--- config.mk ---
export PLATFORM = sky130hd
export DESIGN_NAME = fir_sequencer_flat
export DESIGN_NICKNAME = d
export VERILOG_FILES = /design/src/rtl/fir_sequencer_if.sv /design/src/rtl/fir_sequencer.sv /design/src/flat_wrapper.sv
export SDC_FILE = /design/constraint.sdc
export NUM_CORES = 1
export LEC_CHECK = 0
export ABC_AREA = 1
export BUFFER_PORTS_ARGS = -buffer_cell sky130_fd_sc_hd__buf_4
export CAP_MARGIN = 20
export CORE_MARGIN = 1.5
export CORE_UTILIZATION = 44
export DETAILED_ROUTE_END_ITERATION = 6
export MAX_ROUTING_LAYER = met4
export PLACE_DENSITY_LB_ADDON = 0.12
export SYNTH_ARGS = -nofsm -noshare
export SYNTH_HDL_FRONTEND = slang
export SYNTH_SLANG_ARGS = --single-unit
export TNS_END_PERCENT = 1
--- constraint.sdc ---
create_clock -name clk -period 1.9 [get_ports clk]
set_input_delay 0.38 -clock clk [delete_from_list [all_inputs] [get_ports clk]]
set_output_delay 0.38 -clock clk [all_outputs]
set_load 0.02 [all_outputs]
--- src/rtl/fir_sequencer_if.sv ---
// FIR sequencer bus: request/flag inputs and datapath control outputs.
// master = sequencer side, slave = datapath/requester side.
interface fir_sequencer_if;
  logic       dr;
  logic       lc;
  logic       overflow;
  logic       cnt_up;
  logic       clear;
  logic       modwait;
  logic [2:0] op;
  logic [3:0] src1;
  logic [3:0] src2;
  logic [3:0] dest;
  logic       err;

  modport master (
    input  dr, lc, overflow,
    output cnt_up, clear, modwait, op, src1, src2, dest, err
  );

  modport slave (
    output dr, lc, overflow,
    input  cnt_up, clear, modwait, op, src1, src2, dest, err
  );
endinterface

--- src/rtl/fir_sequencer.sv ---
// 4-tap FIR control FSM: sequences LOAD/COPY/MUL/ADD/SUB ops on a register file.
// Ports: clk, reset (async, active-high), bus (dr/lc/overflow in; op/src/dest/flags out).
module fir_sequencer (
  input logic            clk,
  input logic            reset,
  fir_sequencer_if.master bus
);

  localparam logic [4:0] IDLE   = 5'd0;
  localparam logic [4:0] STORE  = 5'd1;
  localparam logic [4:0] ZERO   = 5'd2;
  localparam logic [4:0] SORT1  = 5'd3;
  localparam logic [4:0] SORT2  = 5'd4;
  localparam logic [4:0] SORT3  = 5'd5;
  localparam logic [4:0] SORT4  = 5'd6;
  localparam logic [4:0] MUL1   = 5'd7;
  localparam logic [4:0] ADD1   = 5'd8;
  localparam logic [4:0] MUL2   = 5'd9;
  localparam logic [4:0] SUB2   = 5'd10;
  localparam logic [4:0] MUL3   = 5'd11;
  localparam logic [4:0] ADD3   = 5'd12;
  localparam logic [4:0] MUL4   = 5'd13;
  localparam logic [4:0] SUB4   = 5'd14;
  localparam logic [4:0] EIDLE  = 5'd15;
  localparam logic [4:0] LOADC0 = 5'd16;
  localparam logic [4:0] LOADC1 = 5'd17;
  localparam logic [4:0] LOADC2 = 5'd18;
  localparam logic [4:0] LOADC3 = 5'd19;
  localparam logic [4:0] WAITC0 = 5'd20;
  localparam logic [4:0] WAITC1 = 5'd21;
  localparam logic [4:0] WAITC2 = 5'd22;

  localparam logic [2:0] OP_NOP   = 3'd0;
  localparam logic [2:0] OP_COPY  = 3'd1;
  localparam logic [2:0] OP_LOAD1 = 3'd2;
  localparam logic [2:0] OP_LOAD2 = 3'd3;
  localparam logic [2:0] OP_ADD   = 3'd4;
  localparam logic [2:0] OP_SUB   = 3'd5;
  localparam logic [2:0] OP_MUL   = 3'd6;

  logic [4:0] state;
  logic [4:0] next_state;
  logic       busy;
  logic       busy_next;

  logic [2:0] op;
  logic [3:0] src1;
  logic [3:0] src2;
  logic [3:0] dest;
  logic       cnt_up;
  logic       clear;
  logic       err;

  always_comb begin
    next_state = IDLE;
    case (state)
      IDLE: begin
        if (bus.dr)      next_state = STORE;
        else if (bus.lc) next_state = LOADC0;
        else             next_state = IDLE;
      end
      STORE:  next_state = bus.dr ? ZERO : EIDLE;
      ZERO:   next_state = SORT1;
      SORT1:  next_state = SORT2;
      SORT2:  next_state = SORT3;
      SORT3:  next_state = SORT4;
      SORT4:  next_state = MUL1;
      MUL1:   next_state = ADD1;
      ADD1:   next_state = bus.overflow ? EIDLE : MUL2;
      MUL2:   next_state = SUB2;
      SUB2:   next_state = bus.overflow ? EIDLE : MUL3;
      MUL3:   next_state = ADD3;
      ADD3:   next_state = bus.overflow ? EIDLE : MUL4;
      MUL4:   next_state = SUB4;
      SUB4:   next_state = bus.overflow ? EIDLE : IDLE;
      EIDLE: begin
        if (bus.dr)      next_state = STORE;
        else if (bus.lc) next_state = LOADC0;
        else             next_state = EIDLE;
      end
      LOADC0: next_state = WAITC0;
      LOADC1: next_state = WAITC1;
      LOADC2: next_state = WAITC2;
      LOADC3: next_state = IDLE;
      WAITC0: next_state = bus.lc ? LOADC1 : WAITC0;
      WAITC1: next_state = bus.lc ? LOADC2 : WAITC1;
      WAITC2: next_state = bus.lc ? LOADC3 : WAITC2;
      default: next_state = IDLE;
    endcase
  end

  // Busy is registered from next_state so it tracks the state register.
  assign busy_next = !((next_state == IDLE) ||
                       (next_state == EIDLE) ||
                       (next_state == WAITC0) ||
                       (next_state == WAITC1) ||
                       (next_state == WAITC2));

  always_ff @(posedge clk or posedge reset) begin
    if (reset) begin
      state <= IDLE;
      busy  <= 1'b0;
    end else begin
      state <= next_state;
      busy  <= busy_next;
    end
  end

  always_comb begin
    op     = OP_NOP;
    src1   = 4'd0;
    src2   = 4'd0;
    dest   = 4'd0;
    cnt_up = 1'b0;
    clear  = 1'b0;
    err    = 1'b0;
    case (state)
      STORE:  begin op = OP_LOAD1; dest = 4'd5; end
      ZERO:   begin op = OP_SUB; cnt_up = 1'b1; end
      SORT1:  begin op = OP_COPY; src1 = 4'd2; dest = 4'd1; end
      SORT2:  begin op = OP_COPY; src1 = 4'd3; dest = 4'd2; end
      SORT3:  begin op = OP_COPY; src1 = 4'd4; dest = 4'd3; end
      SORT4:  begin op = OP_COPY; src1 = 4'd5; dest = 4'd4; end
      MUL1:   begin op = OP_MUL; src1 = 4'd1; src2 = 4'd6; dest = 4'd5; end
      ADD1:   begin op = OP_ADD; src2 = 4'd5; end
      MUL2:   begin op = OP_MUL; src1 = 4'd2; src2 = 4'd7; dest = 4'd5; end
      SUB2:   begin op = OP_SUB; src2 = 4'd5; end
      MUL3:   begin op = OP_MUL; src1 = 4'd3; src2 = 4'd8; dest = 4'd5; end
      ADD3:   begin op = OP_ADD; src2 = 4'd5; end
      MUL4:   begin op = OP_MUL; src1 = 4'd4; src2 = 4'd9; dest = 4'd5; end
      SUB4:   begin op = OP_SUB; src2 = 4'd5; end
      EIDLE:  err = 1'b1;
      LOADC0: begin op = OP_LOAD2; dest = 4'd6; clear = 1'b1; end
      LOADC1: begin op = OP_LOAD2; dest = 4'd7; end
      LOADC2: begin op = OP_LOAD2; dest = 4'd8; end
      LOADC3: begin op = OP_LOAD2; dest = 4'd9; end
      default: ;
    endcase
  end

  assign bus.op      = op;
  assign bus.src1    = src1;
  assign bus.src2    = src2;
  assign bus.dest    = dest;
  assign bus.cnt_up  = cnt_up;
  assign bus.clear   = clear;
  assign bus.err     = err;
  assign bus.modwait = busy;

endmodule

--- src/flat_wrapper.sv ---
// flat-port wrapper written by rule: the top's interface ports become plain ports
module fir_sequencer_flat 
  (clk, reset, bus_dr, bus_lc, bus_overflow, bus_cnt_up, bus_clear, bus_modwait, bus_op, bus_src1, bus_src2, bus_dest, bus_err);
  fir_sequencer_if bus_i ();
  input logic clk;
  input logic reset;
  input wire logic [$bits(bus_i.dr)-1:0] bus_dr;
  input wire logic [$bits(bus_i.lc)-1:0] bus_lc;
  input wire logic [$bits(bus_i.overflow)-1:0] bus_overflow;
  output wire logic [$bits(bus_i.cnt_up)-1:0] bus_cnt_up;
  output wire logic [$bits(bus_i.clear)-1:0] bus_clear;
  output wire logic [$bits(bus_i.modwait)-1:0] bus_modwait;
  output wire logic [$bits(bus_i.op)-1:0] bus_op;
  output wire logic [$bits(bus_i.src1)-1:0] bus_src1;
  output wire logic [$bits(bus_i.src2)-1:0] bus_src2;
  output wire logic [$bits(bus_i.dest)-1:0] bus_dest;
  output wire logic [$bits(bus_i.err)-1:0] bus_err;
  assign bus_i.dr = bus_dr;
  assign bus_i.lc = bus_lc;
  assign bus_i.overflow = bus_overflow;
  assign bus_cnt_up = bus_i.cnt_up;
  assign bus_clear = bus_i.clear;
  assign bus_modwait = bus_i.modwait;
  assign bus_op = bus_i.op;
  assign bus_src1 = bus_i.src1;
  assign bus_src2 = bus_i.src2;
  assign bus_dest = bus_i.dest;
  assign bus_err = bus_i.err;
  fir_sequencer u_core (.clk(clk), .reset(reset), .bus(bus_i));
endmodule
==> qor.yml <==
outcome:
  violations: "setup timing"
  status: "finished, violations left"
die:
  core_area_um2: 1980
  die_w_um: 49.2
  start_util_pct: 47.4
  ios: 24
  die_h_um: 49.2
  rows: 16
  fp.dieArea_um2: 2420
global_route:
  grtUsageTotal_pct: 31.4
  gr-total-overflow: 0
  grt_max_degree: 8
  antenna_found_initial: 0
  grt_pass1_wl_mm: 5.79
  grt_pass1_vias: 1318
place:
  io_buffers: 22
  placed_area_um2: 1240
  finalWeightedCongestion: 1.03
  dp_hpwl_mm: 2.86
  place_ws_ps: -18.9
  place_inst: 247
timing:
  max_freq_mhz: 485
  timing.final.crit_share_pct: 109
  setup_viol: 10
  hold_slack_ps: 54.6
  fin_ws_ps: -162
  maxSlewViolCount: 0
  hold_viol_final: 0
  rsz0062_at_grt: "true"
  period_needed_ps: 2060
  tns_ps: -950
  fin_skew_ps: 2.15
setup_path:
  r2r_cells: 14
  crit_type: "flip-flop to primary output"
  arrival_ps: 1680
  crit_fanout: 6
  critPathLaunchType: "flip-flop"
  r2r_slack_ps: 30
  slowest_delay_ps: 460
  crit_cells: 9
  worstPathRequired_ps: 1520
  cp_num_buf_inv: 2
  crit_chain: "inv_4 -> nor2_4 -> nand2_2 -> nor2_2 -> nor2_2 -> nand2_4 -> a21oi_4 -> o2111ai_2 -> buf_4"
  end_kind: "primary output"
  cp_common_cell: "nor2_2"
  cpMaxStageDelayCell: "dfrtp_2"
  crit_family: "flip-flops"
yosys:
  synth-seq-area-share_pct: 16.0
  synth-edff-count: 0
  synth.avg_cell_area_um2: 5.08
  ys_ff_latch: 6
  async_reset_ff_share_pct: 100
  synth_cell_types: 20
  synth_cells: 185
  yosys_warnings: 0
  synthesis.nets: 190
  synth_flop_cell: "dfrtp_1"
  syn_area_um2: 940
min_path:
  worst_hold_path_type: "input pin to asynchronous set/reset pin"
cells_and_area:
  final_cells: 262
  fin_util_pct: 74.4
  diodes: 0
  most-common-layout-cells: "buf_4 (45), nand2_1 (43), nor2_1 (38)"
  num-fill-cells: 182
  nNetsFinal: 242
  areaGrowthSynthToFinish_pct: 57.0
  stdcell_area_um2: 1480
  layout_commonest_cell: "buf_4"
  drive_above_1_share_pct: 37.9
cts:
  cts_sinks: 6
  clock_path_buffers: 2
  clockRootBuffer: "clkbuf_4"
  clk-insertion-delay-late_ps: 240
  holdBufCountCts: 0
  path_clk_slew_ps: 50
  cts_buffers: 3
  htree_levels: 1
  cts_tree: "built"
pwr:
  leakage_nw: 0.893
  peakVddDrop_mv: 1.28
  switchingPower_mw: 1.91
  p_comb_share_pct: 87.4
  seqPwrFrac_pct: 9.2
  p_clk_share_pct: 3.4
  power.total_mw: 3.41
  power_density_nw_per_um2: 2310
  p_int_mw: 1.50
  swShare_pct: 55.9
drt:
  detail_route.iter0.violations: 70
  avgViaCountPerCell: 5.34
  routedWlPerCell_um: 14.3
  vias: 1399
  drc: 0
  wirelength_mm: 3.75
  drt_first_pass_iters: 5
  ant_nets: 0
flow_run:
  maxCapViolations: 0
-- worst reg2reg max path: stages, from the launching register on --
cell     delay, ps
dfrtp_2        460
inv_4          100
buf_4          110
nand2_2         60
nor2_4         190
buf_4          140
nand3_2         90
nand2_2        130
inv_1           40
nand2_1         50
nor2_1          40
nor2_1         130
nand2_1         80
nand3_1         70
nand2_1         50
-- state kept, by name, summed over array words and instances, names as in the netlist --
name / flops
u_core.state: 5
u_core.bus.modwait: 1
-- layer usage --
layer / part of all wire, % / vias to the layer above / wire, um / global-route usage (%)
li1: - / 685 / - / -
met1: 38 / 618 / 1430 / 37.0
met2: 49 / 82 / 1840 / 53.6
met3: 9.3 / 14 / 348 / 3.07
met4: 3.3 / 0 / 125 / 13.8
met5: 0 / - / 0 / -
-- synth_stat cells (2+ instances only) --
library cell | number | share of area [%]
o21ai_0 | 3 | 1.6
nand3_1 | 29 | 15
nand2_1 | 53 | 21
dfrtp_1 | 6 | 16
buf_4 | 2 | 1.6
nor2_1 | 45 | 18
o2111ai_1 | 2 | 1.9
inv_2 | 3 | 1.2
nand3_2 | 2 | 2.1
nor3_1 | 2 | 1.1
a21oi_1 | 4 | 2.1
nor2_4 | 2 | 2.4
inv_1 | 25 | 10
-- cells by family after synthesis --
group / count (synthesis) / synth area share (%)
AND/OR/NAND/NOR: 136 / 62.3
AO/OA/AOI/OAI: 12 / 8.52
buffers and inverters: 30 / 12.8
flip-flops: 6 / 16.0
other: 1 / 0.399
-- layout make-up --
| type | count | area (um2) | share of cell area, % |
|---|---|---|---|
| well taps | 27 | 33.8 | 2.29 |
| multi-input cells | 149 | 771 | 52.2 |
| clock buffers | 3 | 22.5 | 1.53 |
| flip-flops and latches | 6 | 155 | 10.5 |
| repair buffers | 49 | 383 | 26.0 |
| inverters | 28 | 110 | 7.46 |
-- power by group through the flow --
| stage | Combinational, mW | Clock, mW | Sequential (mW) |
|---|---|---|---|
| floorplan | 1.51 | 0 | 0.278 |
| global placement | 2.43 | 0 | 0.288 |
| detailed placement | 2.44 | 0 | 0.292 |
| CTS | 2.62 | 0.118 | 0.293 |
| global route | 3.21 | 0.128 | 0.324 |
| finish | 2.98 | 0.115 | 0.314 |
-- worst paths after layout --
path                            startpoint                 end
max in group asynchronous            reset     u_core.state[1]
max                        u_core.state[0]         bus_dest[0]
min in group clk                    bus_dr     u_core.state[4]
min reg2reg                u_core.state[4]     u_core.state[4]
max reg2reg                u_core.state[0]  u_core.bus.modwait
min                                  reset     u_core.state[2]
-- what timing repair did --
| item | in CTS | in global routing |
|---|---|---|
| gates resized for setup | 14 | 27 |
| setup endpoints to repair | 13 | 16 |
| buffers inserted | 5 | 7 |
| cloned | 0 | 0 |
| pin swaps | 0 | 7 |
Power figures use the tool's default switching activity.
